$ cat src/rtl/dest_demux_pkg.sv
`default_nettype none
// ============================================================================
// Module   : dest_demux_pkg
// Purpose  : Shared definitions for the destination demultiplexer: default
//            widths, state encoding and destination-field-to-port mapping.
// Ports    : none (package)
// Revision : 1.0 - initial release
// ============================================================================
package dest_demux_pkg;

    // Default widths for the word and the per-destination push counters.
    localparam int c_data_w_default = 10;
    localparam int c_cnt_w_default  = 8;

    // Number of destination ports (P4..P7).
    localparam int c_num_dest = 4;

    // State encoding, 2-bit registered.
    localparam logic [1:0] c_st_idle   = 2'b00;
    localparam logic [1:0] c_st_active = 2'b01;
    localparam logic [1:0] c_st_drain  = 2'b10;

    typedef enum logic [1:0] {
        ST_IDLE   = c_st_idle,
        ST_ACTIVE = c_st_active,
        ST_DRAIN  = c_st_drain
    } state_t;

    // Destination field value for each output port.
    localparam logic [1:0] c_dest_p4 = 2'b00;
    localparam logic [1:0] c_dest_p5 = 2'b01;
    localparam logic [1:0] c_dest_p6 = 2'b10;
    localparam logic [1:0] c_dest_p7 = 2'b11;

    // One-hot port select, bit 0 = P4 ... bit 3 = P7.
    function automatic logic [c_num_dest-1:0] dest_onehot(input logic [1:0] dest);
        logic [c_num_dest-1:0] sel;
        sel = '0;
        case (dest)
            c_dest_p4: sel = 4'b0001;
            c_dest_p5: sel = 4'b0010;
            c_dest_p6: sel = 4'b0100;
            c_dest_p7: sel = 4'b1000;
            default:   sel = '0;
        endcase
        return sel;
    endfunction

endpackage : dest_demux_pkg
`default_nettype wire

$ cat src/rtl/dest_demux_skid_fifo2.sv
`default_nettype none
// ============================================================================
// Module   : skid_fifo2
// Purpose  : Two-entry FIFO used as the skid buffer between the source FIFO
//            read port and the destination write strobes.
// Ports    : clk, reset        - clock, synchronous active-high reset
//            push, push_data   - write strobe and write data
//            pop               - remove head (ignored when empty)
//            head              - current head word
//            occupancy, empty  - fill level (0..2) and empty flag
// Revision : 1.0 - initial release
// ============================================================================
module skid_fifo2 #(
    parameter int DATA_W = 10
) (
    input  logic              clk,
    input  logic              reset,
    input  logic              push,
    input  logic [DATA_W-1:0] push_data,
    input  logic              pop,
    output logic [DATA_W-1:0] head,
    output logic [1:0]        occupancy,
    output logic              empty
);

    logic [DATA_W-1:0] r_mem [2];
    logic              r_wr_ptr;
    logic              r_rd_ptr;
    logic [1:0]        r_count;
    logic              w_pop;

    assign w_pop = pop && (r_count != 2'd0);

    // Storage carries no reset; validity is tracked by r_count alone.
    always_ff @(posedge clk) begin
        if (push) begin
            r_mem[r_wr_ptr] <= push_data;
        end
    end

    always_ff @(posedge clk) begin
        if (reset) begin
            r_wr_ptr <= 1'b0;
            r_rd_ptr <= 1'b0;
            r_count  <= 2'd0;
        end else begin
            if (push) begin
                r_wr_ptr <= ~r_wr_ptr;
            end
            if (w_pop) begin
                r_rd_ptr <= ~r_rd_ptr;
            end
            case ({push, w_pop})
                2'b10:   r_count <= r_count + 2'd1;
                2'b01:   r_count <= r_count - 2'd1;
                default: r_count <= r_count;
            endcase
        end
    end

    assign head      = r_mem[r_rd_ptr];
    assign occupancy = r_count;
    assign empty     = (r_count == 2'd0);

endmodule : skid_fifo2
`default_nettype wire

$ cat src/rtl/dest_demux.sv
`default_nettype none
// ============================================================================
// Module   : dest_demux
// Purpose  : Pops words from a source FIFO and writes each one, unmodified,
//            to one of four destination FIFOs (P4..P7) selected by the two
//            MSBs of the word. In-order, head-of-line blocking on almost-full.
// Ports    : clk, reset                 - clock, synchronous active-high reset
//            enable                     - accept new words / drain when low
//            empty_in, data_in, pop_in  - source FIFO read interface
//            almost_full_P4..P7         - destination back-pressure
//            push_P4..P7, data_out      - destination write interface
//            cnt_P4..P7                 - per-destination push counters
//            busy                       - word buffered or read in flight
// Revision : 1.0 - initial release
// ============================================================================
module dest_demux
    import dest_demux_pkg::*;
#(
    parameter int DATA_W = c_data_w_default,
    parameter int CNT_W  = c_cnt_w_default
) (
    input  logic              clk,
    input  logic              reset,
    input  logic              enable,
    input  logic              empty_in,
    input  logic [DATA_W-1:0] data_in,
    output logic              pop_in,
    input  logic              almost_full_P4,
    input  logic              almost_full_P5,
    input  logic              almost_full_P6,
    input  logic              almost_full_P7,
    output logic              push_P4,
    output logic              push_P5,
    output logic              push_P6,
    output logic              push_P7,
    output logic [DATA_W-1:0] data_out,
    output logic [CNT_W-1:0]  cnt_P4,
    output logic [CNT_W-1:0]  cnt_P5,
    output logic [CNT_W-1:0]  cnt_P6,
    output logic [CNT_W-1:0]  cnt_P7,
    output logic              busy
);

    state_t                  r_state;
    logic                    r_in_flight;
    logic [CNT_W-1:0]        r_cnt [c_num_dest];

    logic [DATA_W-1:0]       w_head;
    logic [1:0]              w_occ;
    logic                    w_empty;
    logic [1:0]              w_head_dest;
    logic [c_num_dest-1:0]   w_af_vec;
    logic                    w_head_af;
    logic                    w_push_now;
    logic [c_num_dest-1:0]   w_push_vec;
    logic [2:0]              w_slots_used;
    logic                    w_pop_now;

    skid_fifo2 #(
        .DATA_W (DATA_W)
    ) u_skid (
        .clk       (clk),
        .reset     (reset),
        .push      (r_in_flight),
        .push_data (data_in),
        .pop       (w_push_now),
        .head      (w_head),
        .occupancy (w_occ),
        .empty     (w_empty)
    );

    // Push decode: only the head may leave, so a blocked head stalls all ports.
    assign w_af_vec    = {almost_full_P7, almost_full_P6, almost_full_P5, almost_full_P4};
    assign w_head_dest = w_head[DATA_W-1 -: 2];
    assign w_head_af   = w_af_vec[w_head_dest];
    assign w_push_now  = !reset && !w_empty && !w_head_af;
    assign w_push_vec  = w_push_now ? dest_onehot(w_head_dest) : '0;

    // Slots committed at the next edge: stored words plus the word arriving
    // from an earlier pop, minus the head leaving now. A new pop is issued
    // only if a slot is guaranteed for its data one cycle later.
    assign w_slots_used = {1'b0, w_occ} + {2'b00, r_in_flight} - {2'b00, w_push_now};
    assign w_pop_now    = !reset && (r_state == ST_ACTIVE) && !empty_in && (w_slots_used < 3'd2);

    assign pop_in   = w_pop_now;
    assign push_P4  = w_push_vec[0];
    assign push_P5  = w_push_vec[1];
    assign push_P6  = w_push_vec[2];
    assign push_P7  = w_push_vec[3];
    assign data_out = (!reset && !w_empty) ? w_head : '0;
    assign busy     = !reset && ((w_occ != 2'd0) || r_in_flight);

    always_ff @(posedge clk) begin
        if (reset) begin
            r_state     <= ST_IDLE;
            r_in_flight <= 1'b0;
        end else begin
            r_in_flight <= w_pop_now;
            case (r_state)
                ST_IDLE: begin
                    if (enable) r_state <= ST_ACTIVE;
                end
                ST_ACTIVE: begin
                    if (!enable) r_state <= ST_DRAIN;
                end
                ST_DRAIN: begin
                    if (enable) begin
                        r_state <= ST_ACTIVE;
                    end else if (w_empty && !r_in_flight) begin
                        r_state <= ST_IDLE;
                    end
                end
                default: r_state <= ST_IDLE;
            endcase
        end
    end

    generate
        for (genvar i = 0; i < c_num_dest; i++) begin : g_cnt
            always_ff @(posedge clk) begin
                if (reset) begin
                    r_cnt[i] <= '0;
                end else if (w_push_vec[i]) begin
                    r_cnt[i] <= r_cnt[i] + CNT_W'(1);
                end
            end
        end
    endgenerate

    assign cnt_P4 = r_cnt[0];
    assign cnt_P5 = r_cnt[1];
    assign cnt_P6 = r_cnt[2];
    assign cnt_P7 = r_cnt[3];

endmodule : dest_demux
`default_nettype wire

$ cat config.mk
export PLATFORM = sky130hd
export DESIGN_NAME = dest_demux
export DESIGN_NICKNAME = d
export VERILOG_FILES = /design/src/rtl/dest_demux_pkg.sv /design/src/rtl/dest_demux_skid_fifo2.sv /design/src/rtl/dest_demux.sv
export SDC_FILE = /design/constraint.sdc
export NUM_CORES = 1
export LEC_CHECK = 0
export BUFFER_PORTS_ARGS = -buffer_cell sky130_fd_sc_hd__clkbuf_2
export CAP_MARGIN = 20
export CORE_MARGIN = 5
export CORE_UTILIZATION = 40
export CTS_BUF_LIST = sky130_fd_sc_hd__clkbuf_16
export DETAILED_ROUTE_END_ITERATION = 8
export GPL_ROUTABILITY_DRIVEN = 0
export SLEW_MARGIN = 10
export SYNTH_ARGS = -nofsm -noshare
export SYNTH_HDL_FRONTEND = slang
export SYNTH_HIERARCHICAL = 1
export SYNTH_SLANG_ARGS = --single-unit
$ cat constraint.sdc
create_clock -name clk -period 3.4 [get_ports clk]
set_input_delay 0.68 -clock clk [delete_from_list [all_inputs] [get_ports clk]]
set_output_delay 0.68 -clock clk [all_outputs]
set_load 0.01 [all_outputs]
### Word level (Yosys, flattened, before mapping)

Memories as Yosys holds them, arrays and structs flattened. A register that Yosys moved wholly into a read port is not among the register bits.
Index checks and enable logic that the tools add are counted.

* add/subtract/negate cells: 8
* multiplexer cells: 33
* bitwise logic cells: 6
* magnitude comparators: 2
* reduce and logical (&&, ||, !) cells: 20
* equality and inequality tests: 10

Operators with widths (number)
* adder 8 x 1 -> 8 bit, second input constant: 4
* 2-to-1 mux 8 bit: 4
* 2-to-1 mux 1 bit: 19
* one-hot mux 4 bit (4 select lines): 1
* 2-to-1 mux 10 bit: 1
* equality test 2 bit, second input constant: 4
* logical AND 1 bit: 8
* 2-to-1 mux 2 bit: 4
* equality test 2 x 1 -> 1 bit, second input constant: 3
* logical NOT 2 bit: 3
* one-hot mux 2 bit (3 select lines): 1
* logical NOT 1 bit: 5
* 2-to-1 mux 4 bit: 1
* != test 2 bit, second input constant: 2
* bitwise OR 1 bit: 4
* one-hot mux 2 bit (2 select lines): 1
* nonzero test 2 bit: 2
* adder 2 x 1 -> 3 bit: 1
* < comparator 2 x 3 -> 1 bit, second input constant: 1
* < comparator 3 x 2 -> 1 bit, second input constant: 1
* != test 3 bit, second input constant: 1
* AND reduction 3 bit: 1
* subtractor 3 x 1 -> 3 bit: 1
* adder 2 x 1 -> 2 bit, second input constant: 1
* 4 further kinds: 5

* output and inout bits: 48
* memories: 2
* word-level logic and storage cells: 86
* RAM bits: 52
* register bits after elaboration: 7

Memory list
* r_cnt: words 4, bits a word 8, read ports 4, clocked after Yosys merged registers in 0, wr ports 4, RTL line dest_demux.sv:46 `logic [CNT_W-1:0] r_cnt [c_num_dest];`
* u_skid.r_mem: words 2, bits a word 10, read ports 1, clocked after Yosys merged registers in 1, wr ports 1, RTL line dest_demux_skid_fifo2.sv:26 `logic [DATA_W-1:0] r_mem [2];`

### Depth between registers and ports, before layout

Gate-level depths: netlist of run 1.

* depth after elaboration: 9
* gate-level depth with buffers: 10

### Cells and area by module

The synthesis of run 1 kept the hierarchy.

By module, submodules not included
* dest_demux: seq. area each 1021.0 sq um, cells an instance 183, area an instance 1948.1 sq um, times used 1
* skid_fifo2: seq. area each 700.7 sq um, cells an instance 53, area an instance 922.1 sq um, times used 1

### Worst setup path after synthesis of run 1

No wires, ideal clock.

* kind: flip-flop to output port
* from: register with a tool-made name
* to: output port pop_in
* arrival: 2752 ps
* cell stages (with the launch flop): 11
* slack: -32 ps
* cells stage by stage: dfxtp_1 > buf_2 > mux2_2 > buf_2 > mux4_2 > nor3_2 > ha_1 > nand2b_1 > fa_1 > xor2_1 > nor3_1

RTL lines
* end: declaration: RTL line dest_demux.sv:27 `output logic pop_in,`

==> results of run 1 <==
-- metrics by stage --
step	power, W	utilization, %
final	0.001907	54.09
after global routing	0.001971	54.09
after CTS	0.001927	54.00
after detailed placement	0.0009451	48.08
after global placement	0.0009432	48.08
after floorplan	0.0009008	-
-- synthesized netlist by cell type (2+ instances only) --
master,number
edfxtp_1,52
nor2_1,27
nand3_1,15
o21ai_0,13
or3_1,13
a21oi_1,11
and2_1,11
inv_1,11
mux2_2,10
xor2_1,10
dfxtp_1,8
nand2b_1,7
xnor2_1,7
ha_1,6
nand2_1,6
nor3_1,4
and3_1,3
buf_2,3
nand4_2,3
a211oi_1,2
a21oi_2,2
nand3_2,2
-- sequential cells by signal, summed over array words and instances, names as in the netlist, named ones only --
name / count
r_cnt: 32
u_skid/r_mem: 20
r_state: 2
u_skid/occupancy: 2
r_in_flight: 1
u_skid/r_rd_ptr: 1
u_skid/r_wr_ptr: 1
-- area by class of cell --
| class | count | area share, % |
|---|---|---|
| sequential | 60 | 46.12 |
| multi-input combinational | 161 | 29.77 |
| timing repair buffer | 77 | 11.12 |
| clock buffer | 9 | 6.028 |
| tap | 96 | 3.215 |
| clock inverter | 7 | 2.646 |
| inverter | 11 | 1.105 |
-- cell families after synthesis --
group           Yosys count  share of synthesized area (%)
simple gates             97                          19.01
flops                    60                          59.98
compound gates           29                          5.580
xor+xnor                 17                          5.187
buf+inv                  15                          2.223
mux                      11                          4.708
fa+ha+maj                 7                          3.313
-- final timing paths --
| kind | to | slack (ns) | cells past startpoint |
|---|---|---|---|
| max reg2reg | u_skid/occupancy[1] | 0.17 | 16 |
| max | pop_in | -0.1 | 9 |
| min | r_state[0] | 0.46 | 1 |
| min reg2reg | r_state[0] | 0.46 | 1 |
-- worst reg2reg max path, stage by stage, from the launching register on --
cell and delay [ns]:
dfxtp_2 0.35, mux2_4 0.31, mux4_2 0.38, nor3_4 0.04, buf_4 0.14, buf_4 0.12, buf_4 0.12, buf_4 0.12
buf_4 0.12, buf_4 0.12, buf_4 0.11, buf_4 0.12, buf_4 0.12, o21a_1 0.13, ha_1 0.32, or3_1 0.36
a21oi_1 0.16
-- metal layers --
layer	global-route usage, %	vias up	wire, um
met5	0	-	0
met4	6.370	0	54
met3	2.470	4	217
met1	18.09	944	2720
met2	21.43	35	2747
li1	-	1027	-
-- power breakdown --
group | internal (W) | switching, W | leakage, nW
registers | 0.000820 | 0.0000222 | 0.577
clock network | 0.000646 | 0.000328 | 0.156
logic | 0.0000398 | 0.0000514 | 0.777
total | 0.00151 | 0.000402 | 1.51
-- timing repair --
item | CTS | global route
gates resized for setup | 5 | 2
pin swaps | 2 | 1
gates cloned | 0 | 0
setup buffers | 9 | 0
setup endpoints to repair | 1 | 1
==> impl_metrics.yaml, run 1 <==
layout:
  regArea_sq_um: 1723
  final_common_cell: "clkbuf_2"
  mostFrequentLayoutCells: "clkbuf_2, edfxtp_1, nor2_1"
  multiInputGateArea_sq_um: 1112
  antenna_cells: 0
  drive_above_1_share_pct: 36.92
  final_cell_area_sq_um: 3736
  syn2layout_area_growth_pct: 30.17
  fill_cells: 647
  final_cells: 421
  fin_nets: 345
global_routing:
  overflow: 0
  grt_pass1_vias: 2014
  grt_max_degree: 16
  grt_use_total_pct: 13.58
  grt_antenna_before_repair: 0
  grt_pass1_wl_mm: 9.432
logic_synthesis:
  synth_edf_count: 52
  ys_top_cells_by_area: "edfxtp_1, dfxtp_1, mux2_2"
  ys_seq_elements: 60
  ys_seq_area_share_pct: 59.98
  yosys.area.top_type: "edfxtp_1"
  netlist_area_sq_um: 2870
  ys.flop_type: "edfxtp_1"
  synthArstFlopShare_pct: 0
  ys_warn_count: 6
  synthCells: 236
  synth_area_per_cell_sq_um: 12.16
  synth.distinct_cells: 32
  syn_nets: 261
  synth_top_area_share_pct: 54.40
worst_setup_path:
  worstPathArrival_ns: 2.82
  crit_chain: "mux2_4 > mux4_2 > nor3_4 > ha_1 > nand2b_4 > fa_2 > nand2_2 > nor3_2 > buf_2"
  cp_max_fo: 3
  critical-path-top-delay-family: "multiplexers"
  cpMaxStageDelayCell: "fa_2"
  start_kind: "register"
  criticalPathCategory: "register to output port"
  crit_required_ns: 2.72
  cpPeakStageDelay_ns: 0.53
  endpoint_kind: "output port"
  path_buf_inv: 1
sta:
  fin_crit_sh_pct: 102.8
  fmaxAchievable_mhz: 286.0
  max-slew-margin-rel_pct: 43.53
  skew_ns: 0.004183
  worst_pin_slew_ns: 0.8439
  layout_setup_ws_ns: -0.09633
  slew_viol_final: 0
  hold_violations: 0
  fin_hold_ws_ns: 0.4558
  rsz0062_at_grt: "yes"
  min_period_ns: 3.496
  setup_violations: 1
  tns_ns: -0.09633
pwr:
  irDropWorstVdd_mv: 0.2693
  p_leak_nw: 1.510
  p_per_area_nw_per_um2: 510.5
detailed_routing:
  wl_per_cell_um: 13.63
  vias_per_cell: 4.774
  drtIter0Drc: 59
  first_pass_iters: 4
  vias: 2010
  drc_errors: 0
  wirelength_mm: 5.739
  ant_nets: 0
run_status:
  violations: "setup timing"
  outcome: "finished with violations"
cts:
  numCtsBuffers: 9
  cts_tree: "done"
  cts.sinks: 60
  root_buffer: "clkbuf_16"
  postCtsHoldBufs: 0
  htree_levels: 3
  clkLatencyLatePin_ns: 0.31
  cts_buffer_depth: 2
  path_clk_slew_ns: 0.05
place:
  pre_cts_ws_ns: -0.009204
  dpl_cell_area_sq_um: 3321
  post-dp-hpwl_mm: 4.021
  port_buffers: 65
  placed_cells: 396
floorplanning:
  io_pins: 66
  die_h_um: 94.71
  die_w_um: 94.71
  core.rowCount: 30
  initial_utilization_pct: 41.56
  die-area_sq_um: 8970
  core_area_sq_um: 6907
hold_path:
  hp-start: "r_state[1]"
  min_path_type: "register to register"
job:
  cap_violations: 0
Note: power is estimated with default switching activity, not from simulation.
==> run 2: changes to the inputs <==
--- a/config.mk
+++ b/config.mk
@@ -12,6 +12,7 @@
 export CTS_BUF_LIST = sky130_fd_sc_hd__clkbuf_16
 export DETAILED_ROUTE_END_ITERATION = 8
 export GPL_ROUTABILITY_DRIVEN = 0
+export RECOVER_POWER = 100
 export SLEW_MARGIN = 10
 export SYNTH_ARGS = -nofsm -noshare
 export SYNTH_HDL_FRONTEND = slang
==> impl_metrics.yaml, run 2 (synthesized netlist as in run 1, its figures left out) <==
run_status:
  outcome: "finished with violations"
  violations: "setup timing"
layout:
  drive_above_1_share_pct: 20.92
  finalCoreUtilization_pct: 53.01
  syn2layout_area_growth_pct: 27.55
  regArea_sq_um: 1723
  fill_cells: 659
  antenna_cells: 0
  largest_reg_flops: 32
  fin_nets: 345
  final_common_cell: "edfxtp_1"
  multiInputGateArea_sq_um: 1099
  reg_top3: "r_cnt: 32 flops, u_skid/r_mem: 20 flops"
  mostFrequentLayoutCells: "edfxtp_1, clkbuf_1, nor2_1"
  top_register: "r_cnt"
worst_setup_path:
  cp_max_fo: 3
  criticalPathCategory: "register to output port"
  regToRegSetupSlack_ns: 0.17
  rr_worst_depth: 16
  worstPathArrival_ns: 2.82
  endpoint_kind: "output port"
  crit_required_ns: 2.72
  r2r_end: "u_skid/occupancy[1]"
  start_kind: "register"
pwr:
  internal-power_w: 0.001500
  irDropWorstVdd_mv: 0.2694
  clkPwrFrac_pct: 51.2
  combPwrFrac_pct: 4.5
  p_per_area_nw_per_um2: 519.3
  pwr-share-seq_pct: 44.3
  p_sw_w: 0.0004011
  p_leak_nw: 1.333
  p_sw_share_pct: 21.10
place:
  post-dp-hpwl_mm: 4.021
  port_buffers: 65
cts:
  htree_levels: 3
  root_buffer: "clkbuf_16"
  cts_tree: "done"
  postCtsHoldBufs: 0
  clkLatencyLatePin_ns: 0.31
  numCtsBuffers: 9
  cts_buffer_depth: 2
  path_clk_slew_ns: 0.05
  cts.sinks: 60
sta:
  fin_crit_sh_pct: 102.8
  worst_pin_slew_ns: 0.8265
  tns_ns: -0.09664
  rsz0062_at_grt: "yes"
  fin_hold_ws_ns: 0.4557
  min_period_ns: 3.497
  fmaxAchievable_mhz: 286.0
  hold_violations: 0
  slew_viol_final: 0
  skew_ns: 0.002078
  layout_setup_ws_ns: -0.09664
  max-slew-margin-rel_pct: 44.70
  setup_violations: 1
floorplanning:
  die_w_um: 94.71
  initial_utilization_pct: 41.56
  core_area_sq_um: 6907
  die_h_um: 94.71
  io_pins: 66
  core.rowCount: 30
  die-area_sq_um: 8970
detailed_routing:
  drc_errors: 0
  first_pass_iters: 4
  wirelength_mm: 5.770
  ant_nets: 0
  vias: 2029
  drtIter0Drc: 69
  wl_per_cell_um: 13.71
  vias_per_cell: 4.819
global_routing:
  overflow: 0
  grt_pass1_wl_mm: 9.432
  grt_max_degree: 16
  grt_use_total_pct: 13.58
  grt_antenna_before_repair: 0
  grt_pass1_vias: 2014
hold_path:
  hold_end: "r_state[0]"
  min_path_type: "register to register"
  holdPathStages: 1
  hp-start: "r_state[1]"
job:
  cap_violations: 0
[run 2: repair_timing]
| action | in CTS | in global routing |
|---|---|---|
| setup endpoints to repair | 1 | 1 |
| gates resized for setup | 5 | 2 |
| pin swaps | 2 | 1 |
| setup buffers | 9 | 0 |
[run 2: worst max path at each step]
stage	to	slack [ns]
after floorplan	pop_in	0.04
after global placement	pop_in	0.07
after detailed placement	pop_in	-0.009
after CTS	pop_in	-0.20
after global routing	pop_in	-0.20
final	pop_in	-0.1
[run 2: through the flow]
| step | total power (W) | area, sq um | setup slack, ns | instances |
|---|---|---|---|---|
| 6_report | 0.001901 | 3661 | -0.09664 | 421 |
| 5_1_grt | 0.001965 | 3661 | -0.2003 | 421 |
| 4_1_cts | 0.001927 | 3730 | -0.1985 | 421 |
| 3_5_place_dp | 0.0009451 | 3321 | -0.009204 | 396 |
| 3_3_place_gp | 0.0009432 | 3321 | 0.07115 | 396 |
| 2_1_floorplan | 0.0009008 | 2875 | 0.04227 | 236 |
[run 2: power groups by stage]
stage / sequential (W) / combinational (W) / clock [W]
after floorplan: 0.000859 / 0.0000414 / 0
after CTS: 0.000842 / 0.0000922 / 0.000993
final: 0.000842 / 0.0000857 / 0.000974
after global placement: 0.000856 / 0.0000870 / 0
after global routing: 0.000845 / 0.0000958 / 0.00102
after detailed placement: 0.000857 / 0.0000885 / 0
[run 2: routing by layer]
layer	part of all wire, %	track usage [%]
met1	47	18.09
met2	47	21.43
met3	4.0	2.470
met4	1.2	6.370
met5	0	0
[run 2: cell type report]
cell class,instances,area share [%]
clock buffers,9,6.152
clock inverters,7,2.700
inverters,11,1.128
multi-input cells,161,30.01
flip-flops and latches,60,47.06
well taps,96,3.281
repair buffers,77,9.672
[run 2: worst max-delay path, cell delays in order (launching register included)]
cell and delay, ns:
dfxtp_2 0.35, mux2_4 0.31, mux4_2 0.47, nor3_4 0.14
ha_1 0.25, nand2b_4 0.14, fa_2 0.53, nand2_2 0.06
nor3_2 0.10, buf_2 0.15
